==> config.mk <==
export PLATFORM = sky130hd
export DESIGN_NAME = mem_arbiter
export DESIGN_NICKNAME = d
export VERILOG_FILES = /design/src/rtl/mem_arb_pkg.sv /design/src/rtl/mem_arbiter.sv
export SDC_FILE = /design/constraint.sdc
export NUM_CORES = 1
export LEC_CHECK = 0
export BUFFER_PORTS_ARGS = -buffer_cell sky130_fd_sc_hd__buf_2
export CORE_ASPECT_RATIO = 1.25
export CORE_MARGIN = 3
export CORE_UTILIZATION = 30
export DETAILED_ROUTE_END_ITERATION = 8
export PLACE_DENSITY = 0.73
export SLEW_MARGIN = 20
export SYNTH_ARGS = -nofsm -noshare
export SYNTH_HDL_FRONTEND = slang
export SYNTH_SLANG_ARGS = --single-unit
==> constraint.sdc <==
create_clock -name clk -period 1.9 [get_ports clk]
set_input_delay 0.285 -clock clk [delete_from_list [all_inputs] [get_ports clk]]
set_output_delay 0.285 -clock clk [all_outputs]
set_load 0.005 [all_outputs]
==> src/rtl/mem_arb_pkg.sv <==
// Shared types and helpers for the two-master RAM arbiter.
package mem_arb_pkg;

  typedef enum logic [1:0] {
    ARB   = 2'd0,
    LOCK0 = 2'd1,
    LOCK1 = 2'd2
  } arb_state_e;

  localparam logic M0 = 1'b0;
  localparam logic M1 = 1'b1;

  // Round-robin choice: on conflict the master that did not win last time goes.
  function automatic logic pick(input logic req0, input logic req1, input logic last_gnt);
    logic winner;
    if (req0 && req1) begin
      winner = ~last_gnt;
    end else if (req1) begin
      winner = M1;
    end else begin
      winner = M0;
    end
    return winner;
  endfunction

endpackage

==> src/rtl/mem_arbiter.sv <==
// Round-robin arbiter with bounded lock sharing one single-port RAM
// (1-cycle read latency) between two masters.
module mem_arbiter
  import mem_arb_pkg::*;
#(
  parameter int ADDR_W   = 32,
  parameter int DATA_W   = 32,
  parameter int MAX_LOCK = 16
) (
  input  logic              clk,
  input  logic              reset,
  input  logic              m0_req,
  input  logic              m0_we,
  input  logic              m0_lock,
  input  logic [ADDR_W-1:0] m0_addr,
  input  logic [DATA_W-1:0] m0_wdata,
  output logic              m0_gnt,
  output logic              m0_rvalid,
  output logic [DATA_W-1:0] m0_rdata,
  input  logic              m1_req,
  input  logic              m1_we,
  input  logic              m1_lock,
  input  logic [ADDR_W-1:0] m1_addr,
  input  logic [DATA_W-1:0] m1_wdata,
  output logic              m1_gnt,
  output logic              m1_rvalid,
  output logic [DATA_W-1:0] m1_rdata,
  output logic [ADDR_W-1:0] mem_addr,
  output logic [DATA_W-1:0] mem_wdata,
  output logic              mem_we,
  input  logic [DATA_W-1:0] mem_rdata
);

  localparam int CNT_W = $clog2(MAX_LOCK) + 1;
  localparam logic [CNT_W-1:0] LOCK_LAST = CNT_W'(MAX_LOCK - 1);

  arb_state_e        state_q, state_d;
  logic              last_gnt_q, last_gnt_d;
  logic [CNT_W-1:0]  lock_cnt_q, lock_cnt_d;
  logic              rd_pend_q, rd_pend_d;
  logic              rd_id_q, rd_id_d;
  logic [ADDR_W-1:0] addr_hold_q, addr_hold_d;
  logic [DATA_W-1:0] wdata_hold_q, wdata_hold_d;

  logic              gnt_valid;
  logic              gnt_id;
  logic              sel_we;
  logic              sel_lock;
  logic [ADDR_W-1:0] sel_addr;
  logic [DATA_W-1:0] sel_wdata;
  logic              owner_lock;

  always_ff @(posedge clk or negedge reset) begin
    if (!reset) begin
      state_q      <= ARB;
      last_gnt_q   <= M1;
      lock_cnt_q   <= '0;
      rd_pend_q    <= 1'b0;
      rd_id_q      <= M0;
      addr_hold_q  <= '0;
      wdata_hold_q <= '0;
    end else begin
      state_q      <= state_d;
      last_gnt_q   <= last_gnt_d;
      lock_cnt_q   <= lock_cnt_d;
      rd_pend_q    <= rd_pend_d;
      rd_id_q      <= rd_id_d;
      addr_hold_q  <= addr_hold_d;
      wdata_hold_q <= wdata_hold_d;
    end
  end

  // Grants are gated by reset so nothing reaches the RAM while it is held.
  always_comb begin
    state_d    = state_q;
    last_gnt_d = last_gnt_q;
    lock_cnt_d = lock_cnt_q;
    gnt_valid  = 1'b0;
    gnt_id     = M0;
    owner_lock = 1'b0;

    case (state_q)
      ARB: begin
        gnt_valid = reset && (m0_req || m1_req);
        gnt_id    = pick(m0_req, m1_req, last_gnt_q);
      end
      LOCK0: begin
        gnt_valid  = reset && m0_req;
        gnt_id     = M0;
        owner_lock = m0_lock;
      end
      LOCK1: begin
        gnt_valid  = reset && m1_req;
        gnt_id     = M1;
        owner_lock = m1_lock;
      end
      default: begin
        gnt_valid = 1'b0;
      end
    endcase

    sel_we    = (gnt_id == M1) ? m1_we    : m0_we;
    sel_lock  = (gnt_id == M1) ? m1_lock  : m0_lock;
    sel_addr  = (gnt_id == M1) ? m1_addr  : m0_addr;
    sel_wdata = (gnt_id == M1) ? m1_wdata : m0_wdata;

    if (gnt_valid) begin
      last_gnt_d = gnt_id;
    end

    // Lock only starts from a fresh ARB grant; an exit cycle never re-locks.
    if (state_q == ARB) begin
      if (gnt_valid && sel_lock) begin
        state_d    = (gnt_id == M1) ? LOCK1 : LOCK0;
        lock_cnt_d = CNT_W'(1);
      end
    end else begin
      lock_cnt_d = lock_cnt_q + CNT_W'(1);
      if (!owner_lock || (lock_cnt_q == LOCK_LAST)) begin
        state_d    = ARB;
        lock_cnt_d = '0;
      end
    end
  end

  always_comb begin
    rd_pend_d    = gnt_valid && !sel_we;
    rd_id_d      = gnt_valid ? gnt_id : rd_id_q;
    addr_hold_d  = gnt_valid ? sel_addr : addr_hold_q;
    wdata_hold_d = gnt_valid ? sel_wdata : wdata_hold_q;
  end

  assign m0_gnt    = gnt_valid && (gnt_id == M0);
  assign m1_gnt    = gnt_valid && (gnt_id == M1);
  assign mem_we    = gnt_valid && sel_we;
  assign mem_addr  = gnt_valid ? sel_addr : addr_hold_q;
  assign mem_wdata = gnt_valid ? sel_wdata : wdata_hold_q;

  assign m0_rvalid = rd_pend_q && (rd_id_q == M0);
  assign m1_rvalid = rd_pend_q && (rd_id_q == M1);
  assign m0_rdata  = m0_rvalid ? mem_rdata : '0;
  assign m1_rdata  = m1_rvalid ? mem_rdata : '0;

endmodule
==> results by group, run 1 <==
Clock tree
  • CTS tree: yes
  • Worst-skew pair later-pin latency: 0.33 ns
  • CTS H-tree depth: 3
  • Sink Count: 74
  • Total CTS buffers: 9
  • CTS max path bufs: 2
  • Clock slew at reported path FFs: 0.06 ns
  • Root Buffer: clkbuf_16

STA
  • Slew HR: 0.361
  • Final Hold Viols: 0
  • Max Fclk: 384 MHz
  • Max-slew violations: 0
  • Worst-Margin Slew: 0.959 ns
  • Worst Hold Margin: 0.247 ns
  • Final period utilization: 1.37
  • Unrepaired setup endpoints after global routing: yes
  • Clock Skews: 0.0118 ns
  • Final setup vio count: 132
  • Final worst setup slack: -0.702 ns
  • Post-route minimum period: 2.60 ns

Routing
  • Vias: 4,597
  • 1st-iter DRT viols: 175
  • 1st-pass router iterations: 4
  • Routed WL: 17,300 µm
  • Antenna viol nets, final: 0
  • Avg WL per Cell: 18.1 µm
  • DRC Markers: 0
  • Vias/cell: 4.81

Power and ir drop
  • Power per cell area: 1450 nW/µm²
  • Worst vdd ir: 987 µV
  • Leakage: 0.00436 µW

Floorplan
  • Initial core utilization: 0.313
  • Row count: 46
  • Io pins: 301
  • CORE AREA: 12,900 µm²
  • Die area: 14,900 µm²
  • Die height: 136 µm
  • DIE WIDTH: 110 µm

Global route
  • Largest net degree at the start of global routing: 75
  • Gr ovfl total: 0
  • Vias in the first global route: 4,175
  • First-pass GRT wire length: 20,400 µm
  • Initial antenna violation count: 8
  • GRT Overall Usage: 0.181

Yosys
  • Netlist cell types: 35
  • Mapped cell area: 4030 µm²
  • Ys flop type: dfrtp_1
  • Syn_nets: 588
  • Cell count after synthesis: 414
  • Top cell type's share of synthesized area: 0.453
  • Dominant cells by area after synthesis: dfrtp_1, mux2i_1, nand2_1, and2_1, and3_1
  • Synth cell count leaders: dfrtp_1, nand2_1, mux2i_1, o21ai_0
  • Most numerous cell in the Yosys netlist: dfrtp_1
  • Syn avg cell area: 9.74 µm²
  • Post-synth EDFFs: 0
  • Register area share after synthesis: 0.459
  • Area leader, netlist: dfrtp_1
  • #FFs+latches synth: 74
  • Async set-reset flop share out of synthesis: 1.00
  • Synth warnings: 0

Layout
  • Footprint of the multi-input gates: 2820 µm²
  • Seq. cell area: 1850 µm²
  • Cell Count, Final, Fillers Out: 956
  • Area growth syn-to-layout: 93.2%
  • Fraction of layout cells with a size suffix above 1: 0.707
  • Nets: 957
  • Antenna cells: 0
  • Fill cells: 1,081

Worst hold path
  • Type of the worst min-delay path: in2reg
  • Min-Delay Path Depth: 3

Worst setup path
  • Crit-path cells: inv_2 > ha_1 > nand2b_4 > a22oi_2 > or3b_4 > buf_12 > clkbuf_16 > nand2_4 > o21ai_4 > buf_2
  • Maximum fanout along the worst path: 7
  • Critical Path RT: 1.62 ns
  • Worst R2R Path Depth: 13
  • CP arrival: 2.32 ns
  • Worst setup EP type: output port
  • Crit path largest cell delay: 0.45 ns
  • CP Class: reg2out
  • CP max stage cell: or3b_4
  • CP Launch Type: flip-flop

Place
  • Number of buffers added on ports: 300
  • DP Cell Count: 898
  • Dpl hpwl: 11,300 µm
  • GPL Wtd Cong: 0.822
  • Pre-CTS setup slack: -0.285 ns

Outcome
  • Failing checks: setup timing
  • Status: finished, violations left

Run
  • Max cap viols: 0
-- cell type report --
type / instances / share of cell area
multi-input cells: 304 / 0.362
repair buffers: 388 / 0.332
flip-flops and latches: 74 / 0.238
clock buffers: 11 / 0.0311
well taps: 168 / 0.0270
clock inverters: 5 / 0.00690
inverters: 6 / 0.00289
-- power by group --
group | leakage [µW] | switching, µW | internal [µW]
clock network | 0.000149 | 659 | 1050
logic | 0.00329 | 3160 | 3640
registers | 0.000918 | 478 | 2290
total | 0.00436 | 4290 | 6980
-- worst paths after layout --
check,end,startpoint,slack (ns)
hold reg to reg,wdata_hold_q[31]$_DFF_PN0_,wdata_hold_q[31]$_DFF_PN0_,0.47
hold / removal,addr_hold_q[8]$_DFF_PN0_,m1_addr[8],0.25
max in group asynchronous,addr_hold_q[8]$_DFF_PN0_,reset,1.03
setup reg to reg,state_q[0]$_DFFE_PN0P_,state_q[0]$_DFFE_PN0P_,-0.47
min in group asynchronous,wdata_hold_q[13]$_DFF_PN0_,reset,0.27
setup / recovery,mem_addr[26],state_q[1]$_DFFE_PN0P_,-0.70
-- flip-flops by register name (all words and copies together) (netlist names) --
signal,cells
lock_cnt_q,5
rd_id_q,1
addr_hold_q,32
wdata_hold_q,32
rd_pend_q,1
state_q,2
last_gnt_q,1
-- routing by layer --
metal,part of all wire,vias up,global-route usage,wire length (µm)
met5,0.0049,-,0,84
met4,0.016,14,0.0485,269
met3,0.11,35,0.0854,1920
met2,0.52,222,0.333,8970
met1,0.35,2144,0.178,6060
li1,-,2182,-,-
-- what timing repair did --
item | CTS | global route
buffers inserted | 4 | 25
gates cloned | 0 | 18
pin swaps | 2 | 38
hold buffers | 0 | 0
endpoints found under the setup margin | 82 | 132
gates resized for setup | 15 | 216
-- cell usage in the layout, fill, tap and decap left out, types with 4 or more instances in the layout --
cell type | synthesis | layout
and3_1 | 34 | 34
nand2_4 | 0 | 43
nand2_1 | 67 | 8
buf_2 | 8 | 297
and2_1 | 34 | 34
mux2i_2 | 1 | 7
mux2i_1 | 65 | 53
mux2i_4 | 0 | 6
ha_1 | 6 | 4
nand2_2 | 0 | 16
buf_8 | 0 | 4
buf_12 | 1 | 12
o21ai_2 | 1 | 55
clkbuf_16 | 0 | 18
buf_6 | 8 | 11
o21ai_4 | 1 | 11
dfrtp_1 | 73 | 73
buf_4 | 0 | 53
-- metrics by stage --
stage	area (µm²)	power [µW]	TNS (ns)	util
6_report	7790	11300	-51.15	0.605
5_1_grt	7790	12000	-61.78	0.605
4_1_cts	6430	8950	-39.83	0.499
3_5_place_dp	6050	7060	-17.18	0.469
3_3_place_gp	6050	6970	-14.34	0.469
2_1_floorplan	4090	4900	-7.20	-
-- logic make-up after synthesis --
| kind of cell | count (synthesis) | share of synthesized area |
|---|---|---|
| AO/OA/AOI/OAI | 82 | 0.114 |
| XOR/XNOR | 1 | 0.00217 |
| adder cells (fa/ha/maj) | 6 | 0.0186 |
| buffers and inverters | 38 | 0.0568 |
| flip-flops | 74 | 0.459 |
| multiplexers | 66 | 0.165 |
| AND/OR/NAND/NOR | 147 | 0.185 |
-- worst max-delay path, delay by kind of cell (launching register included) --
family | cells | cell delay [ns]
compound gates | 2 | 0.16
fa+ha+maj | 1 | 0.18
buf+inv | 4 | 0.57
flops | 1 | 0.41
simple gates | 3 | 0.66
No activity file was read; power rests on OpenSTA's default activity.
==> run 2, diff against run 1 <==
--- a/config.mk
+++ b/config.mk
@@ -6,7 +6,7 @@
 export NUM_CORES = 1
 export LEC_CHECK = 0
 export BUFFER_PORTS_ARGS = -buffer_cell sky130_fd_sc_hd__buf_2
-export CORE_ASPECT_RATIO = 1.25
+export CORE_ASPECT_RATIO = 0.7
 export CORE_MARGIN = 3
 export CORE_UTILIZATION = 30
 export DETAILED_ROUTE_END_ITERATION = 8
==> run 2 against run 1 <==
The run still ends with setup timing left. Critical path type unchanged. Sequential share of layout area grew 3.8 points. Worst hold slack lost 0.042 ns. Combinational power shrank 24%. First-iteration DRC count shrank 3.4%. Cell count shrank 4.6%. Global-route usage shrank 1.8 points. Register-to-register slack gained 0.29 ns. Utilization shrank 7.7 points.
==> results by group, run 2 (synthesized netlist as in run 1, its figures left out) <==
Floorplan
  • Die area: 14,900 µm² (about the same)
  • Io pins: 301 (unchanged)
  • Die height: 103 µm (-24%)
  • CORE AREA: 12,800 µm² (-1.0%)
  • Row count: 34 (-26%)
  • DIE WIDTH: 145 µm (+32%)
  • Initial core utilization: 0.316 (+0.00319)

Global route
  • GRT Overall Usage: 0.162 (-0.0184)
  • Vias in the first global route: 3,737 (-10%)
  • Largest net degree at the start of global routing: 75 (unchanged)
  • First-pass GRT wire length: 19,100 µm (-6.7%)
  • Gr ovfl total: 0 (unchanged)
  • Initial antenna violation count: 0 (-8)

Worst setup path
  • CP Launch Type: flip-flop
  • Reg2reg end: state_q[1]$_DFFE_PN0P_
  • CP startpoint: state_q[1]$_DFFE_PN0P_
  • CP Class: reg2out
  • Critical Path RT: 1.62 ns (about the same)
  • Worst setup EP type: output port
  • Worst R2R Path Depth: 10 (-3)
  • Worst setup path end: mem_wdata[25]
  • Reg2reg setup slack: -0.18 ns (+0.29 ns)
  • Maximum fanout along the worst path: 51 (+44)
  • R2R Path Start: state_q[0]$_DFFE_PN0P_
  • CP arrival: 2.22 ns (-0.10 ns)

Layout
  • Most frequent cells in the layout: buf_2, dfrtp_1, nand2_1
  • Nets: 920 (-3.9%)
  • Antenna cells: 0 (unchanged)
  • Most common cell after layout, fill and taps aside: buf_2
  • Area growth syn-to-layout: 66.8%
  • Cell Count, Final, Fillers Out: 912 (-4.6%)
  • Regs by FF count: addr_hold_q x32, wdata_hold_q x32, lock_cnt_q x5
  • Fill cells: 1,188 (+9.9%)
  • Fraction of layout cells with a size suffix above 1: 0.595 (-0.112)

Power and ir drop
  • Leakage: 0.00384 µW (-12%)
  • Worst vdd ir: 678 µV (-31%)
  • Power per cell area: 1420 nW/µm² (-1.6%)
  • Tot Pwr: 9570 µW (-15%)

Place
  • Dpl hpwl: 10,100 µm (-11%)
  • GPL Wtd Cong: 0.848 (+3.1%)
  • Number of buffers added on ports: 300 (unchanged)
  • DP Cell Count: 887 (-1.2%)

STA
  • Final period utilization: 1.32 (-0.0486)
  • Slew HR: 0.377 (+0.0164)
  • Final worst setup slack: -0.610 ns (+0.0924 ns)
  • Final setup vio count: 91 (-31%)
  • Fin Setup TNS: -39.51 ns (+11.64 ns)
  • Max Fclk: 398 MHz (+3.7%)
  • Clock Skews: 0.00545 ns (-0.00636 ns)
  • Final Hold Viols: 0 (unchanged)
  • Post-route minimum period: 2.51 ns (-0.0924 ns)
  • Max-slew violations: 0 (unchanged)
  • Unrepaired setup endpoints after global routing: yes
  • Worst-Margin Slew: 0.934 ns (-0.0246 ns)

Clock tree
  • Sink Count: 74 (unchanged)
  • Clock slew at reported path FFs: 0.06 ns (about the same)
  • CTS max path bufs: 2 (unchanged)
  • Root Buffer: clkbuf_16
  • Hold buffers post-CTS: 0 (unchanged)
  • Worst-skew pair later-pin latency: 0.32 ns (about the same)
  • Total CTS buffers: 9 (unchanged)
  • CTS tree: yes
  • CTS H-tree depth: 3 (unchanged)

Routing
  • Avg WL per Cell: 14.9 µm (-18%)
  • Vias/cell: 4.59 (-4.5%)
  • Antenna viol nets, final: 0 (unchanged)
  • DRC Markers: 0 (unchanged)
  • 1st-pass router iterations: 6 (+2)
  • 1st-iter DRT viols: 169 (-3.4%)
  • Vias: 4,190 (-8.9%)
  • Routed WL: 13,600 µm (-21%)

Outcome
  • Status: finished, violations left
  • Failing checks: setup timing

Run
  • Max cap viols: 0 (unchanged)

Worst hold path
  • Type of the worst min-delay path: in2async
-- run 2: per-stage QoR --
| step | util | area [µm²] | setup WS (ns) | hold slack [ns] |
|---|---|---|---|---|
| 5_1_grt | 0.527 | 6730 | -0.716 | 0.260 |
| 3_3_place_gp | 0.471 | 6010 | -0.256 | 0.448 |
| 4_1_cts | 0.505 | 6450 | -0.620 | 0.245 |
| 3_5_place_dp | 0.471 | 6010 | -0.330 | 0.449 |
| 6_report | 0.527 | 6730 | -0.610 | 0.205 |
| 2_1_floorplan | - | 4090 | -0.112 | -0.0106 |
-- run 2: report_power, final --
group / switching, µW / internal [µW]
registers: 205 / 2280
clock network: 633 / 1310
logic: 2540 / 2610
total: 3370 / 6200
-- run 2: worst min-delay path by stage --
stage                     depth (start not counted)                          to                        from
after CTS                                         2  wdata_hold_q[31]$_DFF_PN0_                       reset
after global placement                            2   addr_hold_q[28]$_DFF_PN0_   addr_hold_q[28]$_DFF_PN0_
final                                             2  wdata_hold_q[29]$_DFF_PN0_                       reset
after detailed placement                          2  wdata_hold_q[30]$_DFF_PN0_  wdata_hold_q[30]$_DFF_PN0_
after global routing                              3    addr_hold_q[7]$_DFF_PN0_                  m1_addr[7]
after floorplan                                   0    addr_hold_q[0]$_DFF_PN0_                       reset
-- run 2: per-layer routing --
metal,wire (µm),vias up,GRT usage
met2,6660,132,0.261
met3,806,11,0.0440
met1,6000,1939,0.220
met5,0,-,0
met4,126,0,0.0366
li1,-,2108,-
-- run 2: critical path: stages (launching register included) --
cell	delay (ns)
dfrtp_1	0.41
inv_2	0.10
ha_1	0.17
nand2b_1	0.12
a22oi_2	0.09
or3b_4	0.45
buf_12	0.22
o21ai_1	0.19
buf_2	0.15
-- run 2: what timing repair did --
item                                    in CTS  in global routing
resized for setup                           21                 44
endpoints found under the setup margin      91                136
buffers inserted                             2                  6
pin swaps                                    5                  0
cloned                                       0                  2
-- run 2: final cells by class --
class / count / area (µm²) / share of cell area
clock buffers: 10 / 239 / 0.0355
clock inverters: 5 / 103 / 0.0153
inverters: 6 / 22.5 / 0.00335
multi-input cells: 302 / 2290 / 0.341
flip-flops and latches: 74 / 1850 / 0.275
well taps: 162 / 203 / 0.0301
repair buffers: 353 / 2010 / 0.299
==> run 3, diff against run 2 <==
--- a/config.mk
+++ b/config.mk
@@ -9,8 +9,9 @@
 export CORE_ASPECT_RATIO = 0.7
 export CORE_MARGIN = 3
 export CORE_UTILIZATION = 30
+export CTS_CLUSTER_SIZE = 12
 export DETAILED_ROUTE_END_ITERATION = 8
-export PLACE_DENSITY = 0.73
+export PLACE_DENSITY = 0.71
 export SLEW_MARGIN = 20
 export SYNTH_ARGS = -nofsm -noshare
 export SYNTH_HDL_FRONTEND = slang
==> constraint.sdc (replaced) <==
create_clock -name clk -period 2.7 [get_ports clk]
set_input_delay 0.405 -clock clk [delete_from_list [all_inputs] [get_ports clk]]
set_output_delay 0.405 -clock clk [all_outputs]
set_load 0.005 [all_outputs]
==> run 3 against run 2 <==
The run still ends with setup timing left. Sequential cell count stayed put. Register-to-register slack improved by 0.58 ns. Setup slack gained 0.59 ns. Utilization grew 3.0 points. Sequential power down 27%. Combinational power decreased by 23%. Clock skew rose by 0.0026 ns. Count of clock-buffer cells in the layout is the same. First-iteration DRC count decreased by 19%. Via count increased by 1.1%. Critical path type unchanged. Largest power group unchanged.
==> results by group, run 3 (synthesized netlist as in run 1, its figures left out) <==
Routing
  • Routed WL: 15,800 µm (+16%)
  • Avg WL per Cell: 17.6 µm (+18%)
  • Antenna viol nets, final: 0 (unchanged)
  • 1st-pass router iterations: 4 (-2)
  • Vias/cell: 4.72 (+2.8%)
  • DRC Markers: 0 (unchanged)
  • Vias: 4,237 (+1.1%)
  • 1st-iter DRT viols: 137 (-19%)

Floorplan
  • Row count: 34 (unchanged)
  • Die height: 103 µm (unchanged)
  • Die area: 14,900 µm² (unchanged)
  • CORE AREA: 12,800 µm² (unchanged)
  • Io pins: 301 (unchanged)
  • DIE WIDTH: 145 µm (unchanged)
  • Initial core utilization: 0.316 (unchanged)

STA
  • Slew HR: 0.355 (-0.0224)
  • Fin Setup TNS: -0.0337 ns (+39.48 ns)
  • Post-route minimum period: 2.72 ns
  • Max Fclk: 368 MHz
  • Final setup vio count: 4 (-96%)
  • Final worst setup slack: -0.0156 ns (+0.594 ns)
  • Worst-Margin Slew: 0.968 ns (+0.0336 ns)
  • Final period utilization: 1.01
  • Final Hold Viols: 0 (unchanged)
  • Unrepaired setup endpoints after global routing: yes
  • Max-slew violations: 0 (unchanged)
  • Clock Skews: 0.00807 ns (+0.00262 ns)

Clock tree
  • CTS tree: yes
  • Total CTS buffers: 9 (unchanged)
  • Hold buffers post-CTS: 0 (unchanged)
  • Sink Count: 74 (unchanged)
  • Clock slew at reported path FFs: 0.06 ns (about the same)
  • Worst-skew pair later-pin latency: 0.32 ns (about the same)
  • CTS max path bufs: 2 (unchanged)
  • Root Buffer: clkbuf_16
  • CTS H-tree depth: 3 (unchanged)

Place
  • Dpl cell area: 5670 µm² (-5.7%)
  • GPL Wtd Cong: 0.914 (+7.8%)
  • Dpl hpwl: 9910 µm (-1.8%)
  • Number of buffers added on ports: 300 (unchanged)

Outcome
  • Failing checks: setup timing
  • Status: finished, violations left

Global route
  • Gr ovfl total: 0 (unchanged)
  • Vias in the first global route: 4,011 (+7.3%)
  • Initial antenna violation count: 0 (unchanged)
  • Largest net degree at the start of global routing: 75 (unchanged)
  • First-pass GRT wire length: 21,000 µm (+10%)
  • GRT Overall Usage: 0.179 (+0.0173)

Layout
  • Fraction of layout cells with a size suffix above 1: 0.638 (+0.0434)
  • Area growth syn-to-layout: 76.2%
  • Most frequent cells in the layout: buf_2, dfrtp_1, mux2i_1
  • Footprint of the multi-input gates: 2650 µm² (+16%)
  • Nets: 904 (-1.7%)
  • Regs by FF count: addr_hold_q x32, wdata_hold_q x32, lock_cnt_q x5
  • Most common cell after layout, fill and taps aside: buf_2
  • Final instance area: 7110 µm² (+5.7%)
  • Antenna cells: 0 (unchanged)
  • Seq. cell area: 1850 µm² (unchanged)
  • Fill cells: 1,109 (-6.6%)

Worst setup path
  • Reg2reg end: state_q[0]$_DFFE_PN0P_
  • Reg2reg setup slack: 0.40 ns (+0.58 ns)
  • CP Launch Type: flip-flop
  • CP Class: reg2out
  • Critical Path RT: 2.30 ns (+0.68 ns)
  • Worst setup EP type: output port
  • Worst R2R Path Depth: 10 (unchanged)
  • Maximum fanout along the worst path: 10 (-80%)
  • CP arrival: 2.31 ns (+0.09 ns)
  • R2R Path Start: state_q[0]$_DFFE_PN0P_

Power and ir drop
  • Worst vdd ir: 416 µV (-39%)
  • Power per cell area: 983 nW/µm² (-31%)
  • Leakage: 0.00396 µW (+3.1%)

Worst hold path
  • Type of the worst min-delay path: in2async

Run
  • Max cap viols: 0 (unchanged)
run 3: changes by cell type in the layout (fill, tap and decap cells not counted), moves of 17 or more:
| cell | change |
|---|---|
| buf_4 | -31 |
| mux2i_1 | +18 |
| nand2_1 | -37 |
| nand2_2 | +31 |
| o21ai_1 | -17 |
| o21ai_2 | -19 |
| o21ai_4 | +36 |
run 3: how the worst max path moves through the flow:
stage	startpoint	end	cells after the start
after floorplan	state_q[1]$_DFFE_PN0P_	mem_wdata[27]	9
after global placement	state_q[1]$_DFFE_PN0P_	mem_addr[24]	8
after detailed placement	state_q[1]$_DFFE_PN0P_	mem_addr[27]	8
after CTS	state_q[0]$_DFFE_PN0P_	mem_wdata[4]	9
after global routing	state_q[0]$_DFFE_PN0P_	mem_addr[29]	10
final	state_q[0]$_DFFE_PN0P_	mem_addr[29]	10
run 3: where the power goes:
part,total [µW],switching (µW),internal [µW]
clock network,1190,475,719
logic,3970,2080,1890
registers,1820,215,1610
total,6990,2770,4220
run 3: layout make-up:
class,count,area share
well taps,162,0.0285
repair buffers,337,0.293
multi-input cells,302,0.373
clock inverters,6,0.00915
inverters,6,0.00317
flip-flops and latches,74,0.261
clock buffers,10,0.0322
run 3: per-stage QoR:
| step | setup slack, ns | total power (µW) | util | instances | hold WS, ns |
|---|---|---|---|---|---|
| 2_1_floorplan | 0.453 | 3330 | - | 414 | 0.109 |
| 3_3_place_gp | 0.278 | 4370 | 0.444 | 853 | 0.465 |
| 4_1_cts | -0.0361 | 6350 | 0.511 | 882 | 0.357 |
| 3_5_place_dp | 0.132 | 4430 | 0.444 | 853 | 0.473 |
| 6_report | -0.0156 | 6990 | 0.557 | 897 | 0.329 |
| 5_1_grt | -0.0958 | 7430 | 0.557 | 897 | 0.371 |
run 3: routing by layer:
metal	wire length [µm]	share of wire	GRT usage
met4	62	0.0039	0.0351
met3	952	0.060	0.0473
met5	0	0	0
met2	7410	0.47	0.295
met1	7340	0.47	0.242
run 3: worst max-delay path, stage by stage (launching register included):
cell,delay [ns]
dfrtp_1,0.41
inv_2,0.11
ha_4,0.23
nand2b_4,0.07
a22oi_2,0.08
or3b_4,0.43
buf_12,0.18
clkbuf_16,0.18
nand2_2,0.09
o21ai_4,0.06
buf_2,0.13
run 3: repair_timing:
action / in CTS / in global routing
gates resized for setup: 128 / 77
pin swaps: 17 / 8
buffers inserted: 9 / 5
endpoints found under the hold margin: 0 / 0
cloned: 4 / 12
endpoints found under the setup margin: 64 / 66
